<file path="src/rtl/dlsc_clkgen_prog_rx.sv">
// ---------------------------------------------------------------------------
// dlsc_clkgen_prog_rx
//
// Receiver for the DCM_CLKGEN serial M/D reprogramming port. A programming
// master frames commands with prog_en and shifts them in LSB first on
// prog_data:
//   LOADD : 10 bits {D-1[7:0], 0, 1}
//   LOADM : 10 bits {M-1[7:0], 1, 1}
//   GO    : single bit 0
// LOADD/LOADM update pending registers; GO starts a DONE_DELAY countdown
// after which the pending values are committed to out_mult/out_div.
//
// Ports:
//   clk        : sole clock (doubles as PROGCLK)
//   rst        : synchronous, active-high reset
//   prog_en    : command frame enable
//   prog_data  : serial command data, sampled while prog_en=1
//   prog_done  : high when idle/committed, low while a GO is in progress
//   out_mult   : committed M-1
//   out_div    : committed D-1
//   out_update : one-cycle pulse coincident with newly committed values
//   err        : one-cycle protocol-error pulse (only with the check macro)
//
// Parameters:
//   MULT_RESET : reset value of out_mult and pending multiply
//   DIV_RESET  : reset value of out_div and pending divide
//   DONE_DELAY : cycles from GO acceptance to commit, legal range 1-255
//
// Optional feature macro: DLSC_CLKGEN_PROG_RX_CHECK_EN
//   Defined   : err reports aborts, prog_en held into END, prog_en during
//               BUSY and invalid-multiply commits.
//   Undefined : err is tied low and the checker is not built.
// ---------------------------------------------------------------------------
module dlsc_clkgen_prog_rx #(
  parameter logic [7:0] MULT_RESET = 8'd3,
  parameter logic [7:0] DIV_RESET  = 8'd0,
  parameter int         DONE_DELAY = 8
) (
  input  logic       clk,
  input  logic       rst,
  input  logic       prog_en,
  input  logic       prog_data,
  output logic       prog_done,
  output logic [7:0] out_mult,
  output logic [7:0] out_div,
  output logic       out_update,
  output logic       err
);

  localparam logic [7:0] DELAY_INIT = 8'(DONE_DELAY);

  typedef enum logic [2:0] {
    ST_IDLE,
    ST_SEL,
    ST_DATA,
    ST_END,
    ST_BUSY
  } state_t;

  state_t     state_q, state_d;
  logic       sel_mult_q, sel_mult_d;
  logic [2:0] bit_cnt_q, bit_cnt_d;
  logic [6:0] shift_q, shift_d;      // 7 most recent data bits; 8th arrives live
  logic [7:0] pend_mult_q, pend_mult_d;
  logic [7:0] pend_div_q, pend_div_d;
  logic [7:0] delay_q, delay_d;
  logic       done_q, done_d;
  logic [7:0] mult_q, mult_d;
  logic [7:0] div_q, div_d;
  logic       update_q, update_d;

  logic [7:0] data_in;
  logic       commit;

  // Full byte as it stands once the current bit is included.
  assign data_in = {prog_data, shift_q};
  // Countdown is loaded with DONE_DELAY and commits on its last BUSY cycle,
  // so the committed values become visible DONE_DELAY+1 cycles after GO.
  assign commit  = (state_q == ST_BUSY) && (delay_q == 8'd1);

  always_comb begin
    // NOTE: every signal gets a default before the case so no path leaves a
    // value unassigned, which would otherwise infer a latch.
    state_d     = state_q;
    sel_mult_d  = sel_mult_q;
    bit_cnt_d   = bit_cnt_q;
    shift_d     = shift_q;
    pend_mult_d = pend_mult_q;
    pend_div_d  = pend_div_q;
    delay_d     = delay_q;
    done_d      = done_q;
    mult_d      = mult_q;
    div_d       = div_q;
    update_d    = 1'b0;

    case (state_q)
      ST_IDLE: begin
        if (prog_en) begin
          if (prog_data) begin
            state_d = ST_SEL;
          end else begin
            state_d = ST_BUSY;
            delay_d = DELAY_INIT;
            done_d  = 1'b0;
          end
        end
      end
      ST_SEL: begin
        if (!prog_en) begin
          state_d = ST_IDLE;
        end else begin
          sel_mult_d = prog_data;
          bit_cnt_d  = 3'd0;
          state_d    = ST_DATA;
        end
      end
      ST_DATA: begin
        if (!prog_en) begin
          state_d = ST_IDLE;
        end else begin
          shift_d   = data_in[7:1];
          bit_cnt_d = bit_cnt_q + 3'd1;
          if (bit_cnt_q == 3'd7) begin
            if (sel_mult_q) pend_mult_d = data_in;
            else            pend_div_d  = data_in;
            state_d = ST_END;
          end
        end
      end
      ST_END: begin
        if (!prog_en) state_d = ST_IDLE;
      end
      ST_BUSY: begin
        // prog_en is deliberately ignored here.
        if (commit) begin
          state_d = ST_IDLE;
          done_d  = 1'b1;
          // M=1 is not a legal multiplier: keep the old outputs, but still
          // raise prog_done so the master does not hang.
          if (pend_mult_q != 8'd0) begin
            mult_d   = pend_mult_q;
            div_d    = pend_div_q;
            update_d = 1'b1;
          end
        end else begin
          delay_d = delay_q - 8'd1;
        end
      end
      default: state_d = ST_IDLE;
    endcase
  end

  always_ff @(posedge clk) begin
    // NOTE: sequential state uses non-blocking assignments so every flop
    // samples pre-edge values regardless of statement order.
    if (rst) begin
      state_q     <= ST_IDLE;
      sel_mult_q  <= 1'b0;
      bit_cnt_q   <= 3'd0;
      shift_q     <= 7'd0;
      pend_mult_q <= MULT_RESET;
      pend_div_q  <= DIV_RESET;
      delay_q     <= 8'd0;
      done_q      <= 1'b1;
      mult_q      <= MULT_RESET;
      div_q       <= DIV_RESET;
      update_q    <= 1'b0;
    end else begin
      state_q     <= state_d;
      sel_mult_q  <= sel_mult_d;
      bit_cnt_q   <= bit_cnt_d;
      shift_q     <= shift_d;
      pend_mult_q <= pend_mult_d;
      pend_div_q  <= pend_div_d;
      delay_q     <= delay_d;
      done_q      <= done_d;
      mult_q      <= mult_d;
      div_q       <= div_d;
      update_q    <= update_d;
    end
  end

  assign prog_done  = done_q;
  assign out_mult   = mult_q;
  assign out_div    = div_q;
  assign out_update = update_q;

`ifdef DLSC_CLKGEN_PROG_RX_CHECK_EN
  logic err_q, err_d;
  logic end_first_q, end_first_d;    // high only on the first END cycle
  logic busy_seen_q, busy_seen_d;    // prog_en already flagged this BUSY period

  always_comb begin
    err_d       = 1'b0;
    end_first_d = (state_q == ST_DATA) && (state_d == ST_END);
    busy_seen_d = (state_q == ST_BUSY) ? (busy_seen_q | prog_en) : 1'b0;

    if ((state_q == ST_SEL || state_q == ST_DATA) && !prog_en) err_d = 1'b1;
    if (state_q == ST_END && end_first_q && prog_en)            err_d = 1'b1;
    if (state_q == ST_BUSY && prog_en && !busy_seen_q)          err_d = 1'b1;
    if (commit && pend_mult_q == 8'd0)                          err_d = 1'b1;
  end

  always_ff @(posedge clk) begin
    if (rst) begin
      err_q       <= 1'b0;
      end_first_q <= 1'b0;
      busy_seen_q <= 1'b0;
    end else begin
      err_q       <= err_d;
      end_first_q <= end_first_d;
      busy_seen_q <= busy_seen_d;
    end
  end

  assign err = err_q;
`else
  assign err = 1'b0;
`endif

endmodule

</file>
<file path="config.mk">
export PLATFORM = sky130hd
export DESIGN_NAME = dlsc_clkgen_prog_rx
export DESIGN_NICKNAME = d
export VERILOG_FILES = /design/src/rtl/dlsc_clkgen_prog_rx.sv
export SDC_FILE = /design/constraint.sdc
export NUM_CORES = 1
export LEC_CHECK = 0
export BUFFER_PORTS_ARGS = -buffer_cell sky130_fd_sc_hd__buf_2
export CAP_MARGIN = 20
export CORE_MARGIN = 2
export CORE_UTILIZATION = 40
export DETAILED_ROUTE_END_ITERATION = 6
export GPL_ROUTABILITY_DRIVEN = 0
export SLEW_MARGIN = 5
export SYNTH_ARGS = -nofsm -noshare
export SYNTH_HDL_FRONTEND = slang
export SYNTH_SLANG_ARGS = --single-unit
</file>
<file path="constraint.sdc">
create_clock -name clk -period 2.4 [get_ports clk]
set_input_delay 0.48 -clock clk [delete_from_list [all_inputs] [get_ports clk]]
set_output_delay 0.48 -clock clk [all_outputs]
set_load 0.01 [all_outputs]
</file>
* Yosys cells after proc, flatten, opt, wreduce, memory -nomap -nowiden
Cells that the tools add are included.
** Word-level totals
- Register bits after elaboration :: 56
- Bits of input ports :: 4
- Output and inout port bits :: 19
- Word-level logic and storage cells :: 65
** Cells by class
- Add/sub/neg operators :: 2
- Eq/ne operators :: 14
- Mux-type cells :: 20
- Bitwise logic cells :: 3
- Reduce and logical (&&, ||, !) cells :: 15
** Operators with widths (number)
- $mux 3 :: 8
- $mux 8 :: 3
- $reduce_and 4->1 :: 5
- $pmux 8 s2 :: 1
- $pmux 3 s5 :: 1
- $ne 2x2->1 const B :: 7
- $eq 8x1->1 const B :: 1
- $reduce_bool 8->1 :: 1
- $sub 8x1->8 const B :: 1
- $eq 3x2->1 const B :: 2
- $eq 3x3->1 const B :: 2
- $pmux 3 s2 :: 1
- $reduce_and 3->1 :: 2
- $mux 1 :: 4
- $reduce_and 2->1 :: 2
- $reduce_bool 2->1 :: 2
- $add 3x1->3 const B :: 1
- $eq 3x1->1 const B :: 1
- $logic_not 3->1 :: 1
- $ne 3x3->1 const B :: 1
- $not 1->1 :: 3
- $reduce_or 3->1 :: 1
- $mux 2 :: 1
- $pmux 1 s2 :: 1
- $logic_and 1x1->1 :: 1

* Logic depth before layout (Yosys ltp)
Gate-level depths: netlist of the first run.
- Depth after elaboration :: 4
- Gate-level depth with buffers :: 7
- Gate-level depth less buffers :: 6

* Worst setup path before layout of the first run
No wires, ideal clock.
- Kind :: register to register
- From :: register delay_q[1]
- To :: register mult_q[1] (netlist: out_mult[1])
- Setup time :: 122 ps
- Arrival time :: 1711 ps
- Data required time :: 2278 ps
- Path slack :: 567 ps
- Cell stages (with the launch flop) :: 7
- Buffers on the path :: 0
- Period minus slack after synthesis :: 1833 ps
- Path through :: dfxtp_1 inv_1 ha_1 or3b_2 nor3_2 nand2_1 a221o_1
** Between the ends
- Longest elaborated chain between the ends :: 3
** RTL lines
- from (decl) :: RTL line 66 : logic [7:0] delay_q, delay_d;
- from (signal assigned) :: RTL line 175 : delay_q <= delay_d;
- $eq 8x1->1 :: RTL line 79 : assign commit = (state_q == ST_BUSY) && (delay_q == 8'd1);
- $logic_and 1x1->1 :: RTL line 79
- $reduce_and 3->1 (no source line)
- to (signal assigned) :: RTL line 177 : mult_q <= mult_d;
- to (decl) :: RTL line 68 : logic [7:0] mult_q, mult_d;
No other way between the ends.
A chain may end at the register's enable or synchronous reset.

* Final worst setup path of the first run
- From :: register state_q[1]
- To :: register pend_mult_q[6]
** Between the ends
- Longest elaborated chain between the ends :: 2
** RTL lines
- from (decl) :: RTL line 60 : state_t state_q, state_d;
- from (signal assigned) :: RTL line 169 : state_q <= state_d;
- $eq 3x2->1 :: RTL line 96 : case (state_q)
- $reduce_and 4->1 (no source line)
- to (signal assigned) :: RTL line 173 : pend_mult_q <= pend_mult_d;
- to (decl) :: RTL line 64 : logic [7:0] pend_mult_q, pend_mult_d;
No other way between the ends.

==> impl_metrics.py, run 1 <==
metrics = {
    "run_status": {
        "status": "completed",
    },
    "sta": {
        "fin_skew_ps": 16.4,
        "drv_slew": 0,
        "fmax_mhz": 510,
        "setup_viol": 0,
        "hold_viol_final": 0,
        "fin_tns_setup_ps": 0,
        "min_period_ps": 1960,
        "rsz0062_at_grt": "false",
        "whs_ps": 479,
        "worst_pin_slew_ps": 519,
        "slew-limit-headroom": 0.653,
        "fin_crit_sh": 0.817,
    },
    "route": {
        "detail_route.iter0.violations": 149,
        "drtPass1Iterations": 4,
        "vias": 1810,
        "routed_via_density": 5.23,
        "drtAntennaViolNets": 0,
        "drcViolationCount": 0,
        "wire_per_inst_um": 13.8,
        "routed_wl_um": 4780,
    },
    "power": {
        "p_total_mw": 1.69,
        "power.switching_mw": 0.455,
        "vdd_drop_max_mv": 0.283,
        "combPwrFrac": 0.098,
        "p_leak_nw": 1.07,
        "p_per_area_nw_per_um2": 651,
        "clkPwrFrac": 0.322,
        "seqPwrFrac": 0.580,
        "p_int_mw": 1.23,
        "switching_share": 0.270,
    },
    "setup_path": {
        "r2r_setup_slack_ps": 440,
        "critPathLaunchType": "flip-flop",
        "criticalPathCategory": "reg2reg",
        "critPathTopFamily": "simple AND/OR/NAND/NOR gates",
        "rr_worst_depth": 4,
        "crit_path_cell_trace": "and4bb_2 > nand3_1 > mux2i_1 > nor2_1",
        "r2r-end": "pend_mult_q[6]",
        "critPathBufInv": 0,
        "slowest_stage": "dfxtp_1",
        "critical_path_arrival_ps": 2170,
        "r2r_start": "state_q[1]",
        "critPathMaxFanout": 14,
        "cp_slowest_stage_delay_ps": 580,
        "startpoint": "state_q[1]",
        "crit_required_ps": 2600,
        "end_kind": "flip-flop",
    },
    "hold_path": {
        "hold_depth": 2,
        "worstHoldStart": "pend_mult_q[6]",
        "hp-class": "reg2reg",
        "worst_hold_path.endpoint": "out_mult[6]",
    },
    "logic_synthesis": {
        "synth_nets": 265,
        "ys_async_sr_fraction": 0,
        "yosys-top-cells-count": "dfxtp_1 (56), nor2_1 (30), mux2i_1 (26), a21oi_1 (23), nand2_1 (22)",
        "synthCells": 257,
        "synth.top_cell.area_share": 0.475,
        "synth_cell_types": 40,
        "postSynthAreaPerCell_um2": 9.18,
        "synth-edff-count": 0,
        "synth_area_leader_cell": "dfxtp_1",
        "yosysSeqAreaShare": 0.475,
        "synth.most_common_cell": "dfxtp_1",
        "ys_ff_latch": 56,
        "yosys_warnings": 0,
        "synth.area.top_cells": "dfxtp_1 (48%), mux2i_1 (11%), a21oi_1 (4.9%)",
        "synth-main-ff-cell": "dfxtp_1",
        "mappedNetlistArea_um2": 2360,
    },
    "clocking": {
        "cts_resized": 0,
        "holdBufCountCts": 0,
        "cts_made_buffers": 5,
        "clock_latency_ps": 320,
        "cts_buffer_depth": 2,
        "cts.reportedPaths.clkPinSlew_ps": 110,
        "cts.sinks": 56,
        "htree_levels": 2,
        "cts_tree": "done",
        "postCtsSetupRepairBufs": 0,
        "cts_root_buf": "clkbuf_8",
    },
    "cells_and_area": {
        "diodes": 0,
        "drive_gt1_frac": 0.146,
        "area_growth_pct": 9.81,
        "fin_nets": 281,
        "nFillCells": 567,
    },
    "placed_design": {
        "dp_hpwl_um": 3260,
        "port_buffers": 21,
    },
    "floorplanning": {
        "die_x_um": 80.8,
        "dieArea_um2": 6530,
        "coreArea_um2": 5610,
        "start_util": 0.421,
        "ios": 23,
        "die_y_um": 80.8,
        "num_rows": 27,
    },
    "global_route": {
        "grt.total_usage": 0.161,
        "grt_overflow": 0,
        "grt_max_degree": 32,
        "grt_pass1_wl_um": 8140,
        "first_global_vias": 1680,
        "antenna_found_initial": 0,
    },
    "run": {
        "drv_cap": 0,
    },
}
[how the worst max path moves through the flow]
stage                                 to  cells after the start
final                     pend_mult_q[6]                      4
after global placement        delay_q[7]                      5
after floorplan              out_mult[1]                      6
after global routing          out_div[5]                      4
after CTS                     out_div[6]                      4
after detailed placement      delay_q[7]                      5
[through the flow]
| stage | util | cell area, um^2 | setup slack [ps] | std cells |
|---|---|---|---|---|
| after floorplan | - | 2360 | 567 | 257 |
| after global placement | 0.445 | 2490 | 433 | 338 |
| after detailed placement | 0.445 | 2490 | 390 | 338 |
| after CTS | 0.462 | 2590 | 406 | 346 |
| after global routing | 0.462 | 2590 | 161 | 346 |
| final | 0.462 | 2590 | 438 | 346 |
[area by class of cell]
cell class,instances,area [um^2],area share
clock inverters,3,26.3,0.0101
repair buffers,24,128,0.0493
clock buffers,5,68.8,0.0266
well taps,72,90.1,0.0348
inverters,4,15.0,0.00580
multi-input cells,182,1140,0.441
flip-flops and latches,56,1120,0.433
[placed cells by master, fill, tap and decap left out, types with 4 or more instances in the layout]
cell / netlist / routed
a21oi_1: 23 / 23
o21ai_0: 19 / 19
nor2b_1: 4 / 4
nand3_1: 12 / 12
ha_1: 4 / 4
dfxtp_1: 56 / 56
inv_1: 4 / 4
nor3b_1: 4 / 4
nor2_1: 30 / 30
nand2_1: 22 / 22
mux2i_1: 26 / 26
nand2b_1: 4 / 4
clkbuf_8: 0 / 5
buf_2: 2 / 21
[cells by family (layout without fill, tap and decap cells)]
family | Yosys count | count (layout) | share of synthesized area
flip-flops | 56 | 56 | 0.475
AND/OR/NAND/NOR | 92 | 92 | 0.197
multiplexers | 26 | 26 | 0.110
adder cells (fa/ha/maj) | 4 | 4 | 0.0212
other | 1 | 1 | 0.00159
buffers and inverters | 19 | 36 | 0.0408
XOR/XNOR | 1 | 1 | 0.00371
AO/OA/AOI/OAI | 58 | 58 | 0.150
[flip-flops by register name (all words and copies together) (netlist names)]
register / count
bit_cnt_q: 3
delay_q: 8
out_div: 8
out_mult: 8
out_update: 1
pend_div_q: 8
pend_mult_q: 8
prog_done: 1
sel_mult_q: 1
shift_q: 7
state_q: 3
[power groups by stage]
stage | clock network, mW | registers (mW) | logic [mW]
2_1_floorplan | 0 | 0.992 | 0.140
3_3_place_gp | 0 | 0.998 | 0.165
3_5_place_dp | 0 | 0.998 | 0.165
4_1_cts | 0.558 | 0.977 | 0.166
5_1_grt | 0.599 | 0.982 | 0.185
6_report | 0.544 | 0.978 | 0.166
[worst min-delay path: cells and delay by family (launching register included)]
family | cells | cell delay (ps)
AND/OR/NAND/NOR | 1 | 60
flip-flops | 1 | 340
AO/OA/AOI/OAI | 1 | 50
[routing by layer]
metal  vias up  track usage  wire length, um  part of all wire
li1        931            -                -                 -
met1       848        0.229             2530              0.53
met4         0       0.0559               77             0.016
met2        25        0.243             2020              0.42
met3         6       0.0344              158             0.033
met5         -            0                0                 0
Power figures use the tool's default switching activity.
==> inputs of run 2 (changes only) <==
clock period = 2 ns   (was 2.4 ns; I/O delays follow)
==> run 2 against run 1 <==
Design area increased by 1.4%. Via count increased by 3.1%. Worst setup slack got worse by 290 ps. Clock-buffer cell count unchanged. Clock power increased by 20%. Sequential share of layout area decreased by 0.60 points. First-iteration DRC count decreased by 26%. Die area unchanged. Global-route usage decreased by 0.32 points. Cell count increased by 1.4%. Maximum frequency increased by 5.7%. Sequential power increased by 20%. Critical endpoint is now delay_q[7].
==> impl_metrics.py, run 2 (synthesis results as in run 1) <==
metrics = {
    "run_status": {
        "status": "completed",
    },
    "route": {
        "detail_route.iter0.violations": 110,
        "routed_via_density": 5.32,
        "drcViolationCount": 0,
        "vias": 1866,
        "routed_wl_um": 4820,
        "drtAntennaViolNets": 0,
        "wire_per_inst_um": 13.7,
        "drtPass1Iterations": 5,
    },
    "setup_path": {
        "r2r_start": "state_q[2]",
        "critPathMaxFanout": 11,
        "critPathLaunchType": "flip-flop",
        "crit_required_ps": 2250,
        "critical_path_arrival_ps": 2110,
        "r2r-end": "delay_q[7]",
        "r2r_setup_slack_ps": 140,
        "rr_worst_depth": 4,
        "end_kind": "flip-flop",
        "criticalPathCategory": "reg2reg",
    },
    "global_route": {
        "grt_overflow": 0,
        "grt_pass1_wl_um": 7910,
        "grt.total_usage": 0.158,
        "first_global_vias": 1602,
        "antenna_found_initial": 0,
        "grt_max_degree": 48,
    },
    "sta": {
        "fmax_mhz": 539,
        "setup_viol": 0,
        "worst_pin_slew_ps": 602,
        "slew-limit-headroom": 0.595,
        "fin_tns_setup_ps": 0,
        "hold_viol_final": 0,
        "rsz0062_at_grt": "false",
        "drv_slew": 0,
        "whs_ps": 384,
        "setup_ws_ps": 145,
        "fin_crit_sh": 0.928,
        "min_period_ps": 1860,
        "fin_skew_ps": 17.0,
    },
    "clocking": {
        "cts_buffer_depth": 2,
        "holdBufCountCts": 0,
        "postCtsSetupRepairBufs": 0,
        "cts_root_buf": "clkbuf_8",
        "htree_levels": 2,
        "cts.reportedPaths.clkPinSlew_ps": 110,
        "clock_latency_ps": 320,
        "cts.sinks": 56,
        "cts_resized": 0,
        "cts_made_buffers": 5,
        "cts_tree": "done",
    },
    "cells_and_area": {
        "instances_no_fill": 351,
        "layout_common_cells": "dfxtp_1 (56), nor2_1 (30), mux2i_1 (26)",
        "drive_gt1_frac": 0.161,
        "fin_util": 0.468,
        "diodes": 0,
        "nFillCells": 592,
        "area_growth_pct": 11.4,
        "fin_nets": 286,
        "sequential_cell_area_um2": 1120,
        "multi_input_area_um2": 1140,
        "final_common_cell": "dfxtp_1",
    },
    "floorplanning": {
        "start_util": 0.421,
        "ios": 23,
        "die_x_um": 80.8,
        "num_rows": 27,
        "die_y_um": 80.8,
        "dieArea_um2": 6530,
        "coreArea_um2": 5610,
    },
    "hold_path": {
        "worst_hold_path.endpoint": "pend_mult_q[0]",
        "hold_depth": 3,
        "worstHoldStart": "rst",
        "hp-class": "in2reg",
    },
    "run": {
        "drv_cap": 0,
    },
    "power": {
        "p_leak_nw": 1.10,
        "vdd_drop_max_mv": 0.283,
        "p_per_area_nw_per_um2": 774,
    },
    "placed_design": {
        "port_buffers": 21,
        "dp.cells": 343,
        "dp_hpwl_um": 3210,
        "pre_cts_ws_ps": 51.5,
    },
}
[run 2: cell types whose count changed in the layout (fill, tap and decap cells not counted), sizes merged]
cell      change
clkinv        -2
clkinvlp      +1
inv           +1
buf           +5
[run 2: metrics by stage]
step	power [mW]	area, um^2
floorplan	1.36	2360
global placement	1.40	2530
detailed placement	1.40	2530
CTS	2.05	2630
global route	2.14	2630
finish	2.03	2630
[run 2: power breakdown]
part,internal [mW],total (mW),switching (mW)
Clock,0.256,0.651,0.395
Sequential,1.14,1.17,0.0275
Combinational,0.0847,0.211,0.127
Total,1.48,2.03,0.549
[run 2: final cells by class]
class / count / share of cell area
timing repair buffer: 29 / 0.0629
clock inverter: 3 / 0.00953
sequential: 56 / 0.427
inverter: 4 / 0.00572
multi-input combinational: 182 / 0.434
clock buffer: 5 / 0.0262
tap: 72 / 0.0343
[run 2: per-layer routing]
layer	track usage	part of all wire	vias up
li1	-	-	949
met1	0.223	0.51	883
met2	0.238	0.44	27
met3	0.0400	0.032	7
met4	0.0508	0.014	0
met5	0	0	-
[run 2: worst max-delay path by stage]
stage                     startpoint           to  slack, ps  cells after the start
after floorplan           delay_q[1]  out_mult[1]        170                      6
after global placement       prog_en   delay_q[7]        130                      5
after detailed placement     prog_en   delay_q[7]         50                      5
after CTS                 state_q[2]   delay_q[7]        120                      4
after global routing      delay_q[1]   out_div[3]         50                      7
final                     state_q[2]   delay_q[7]        140                      4
[run 2: worst max-delay path: stages (launching register included)]
cell and delay, ps:
dfxtp_1 360, or4b_4 560, or2_4 310, a2111oi_2 340, mux2i_1 230
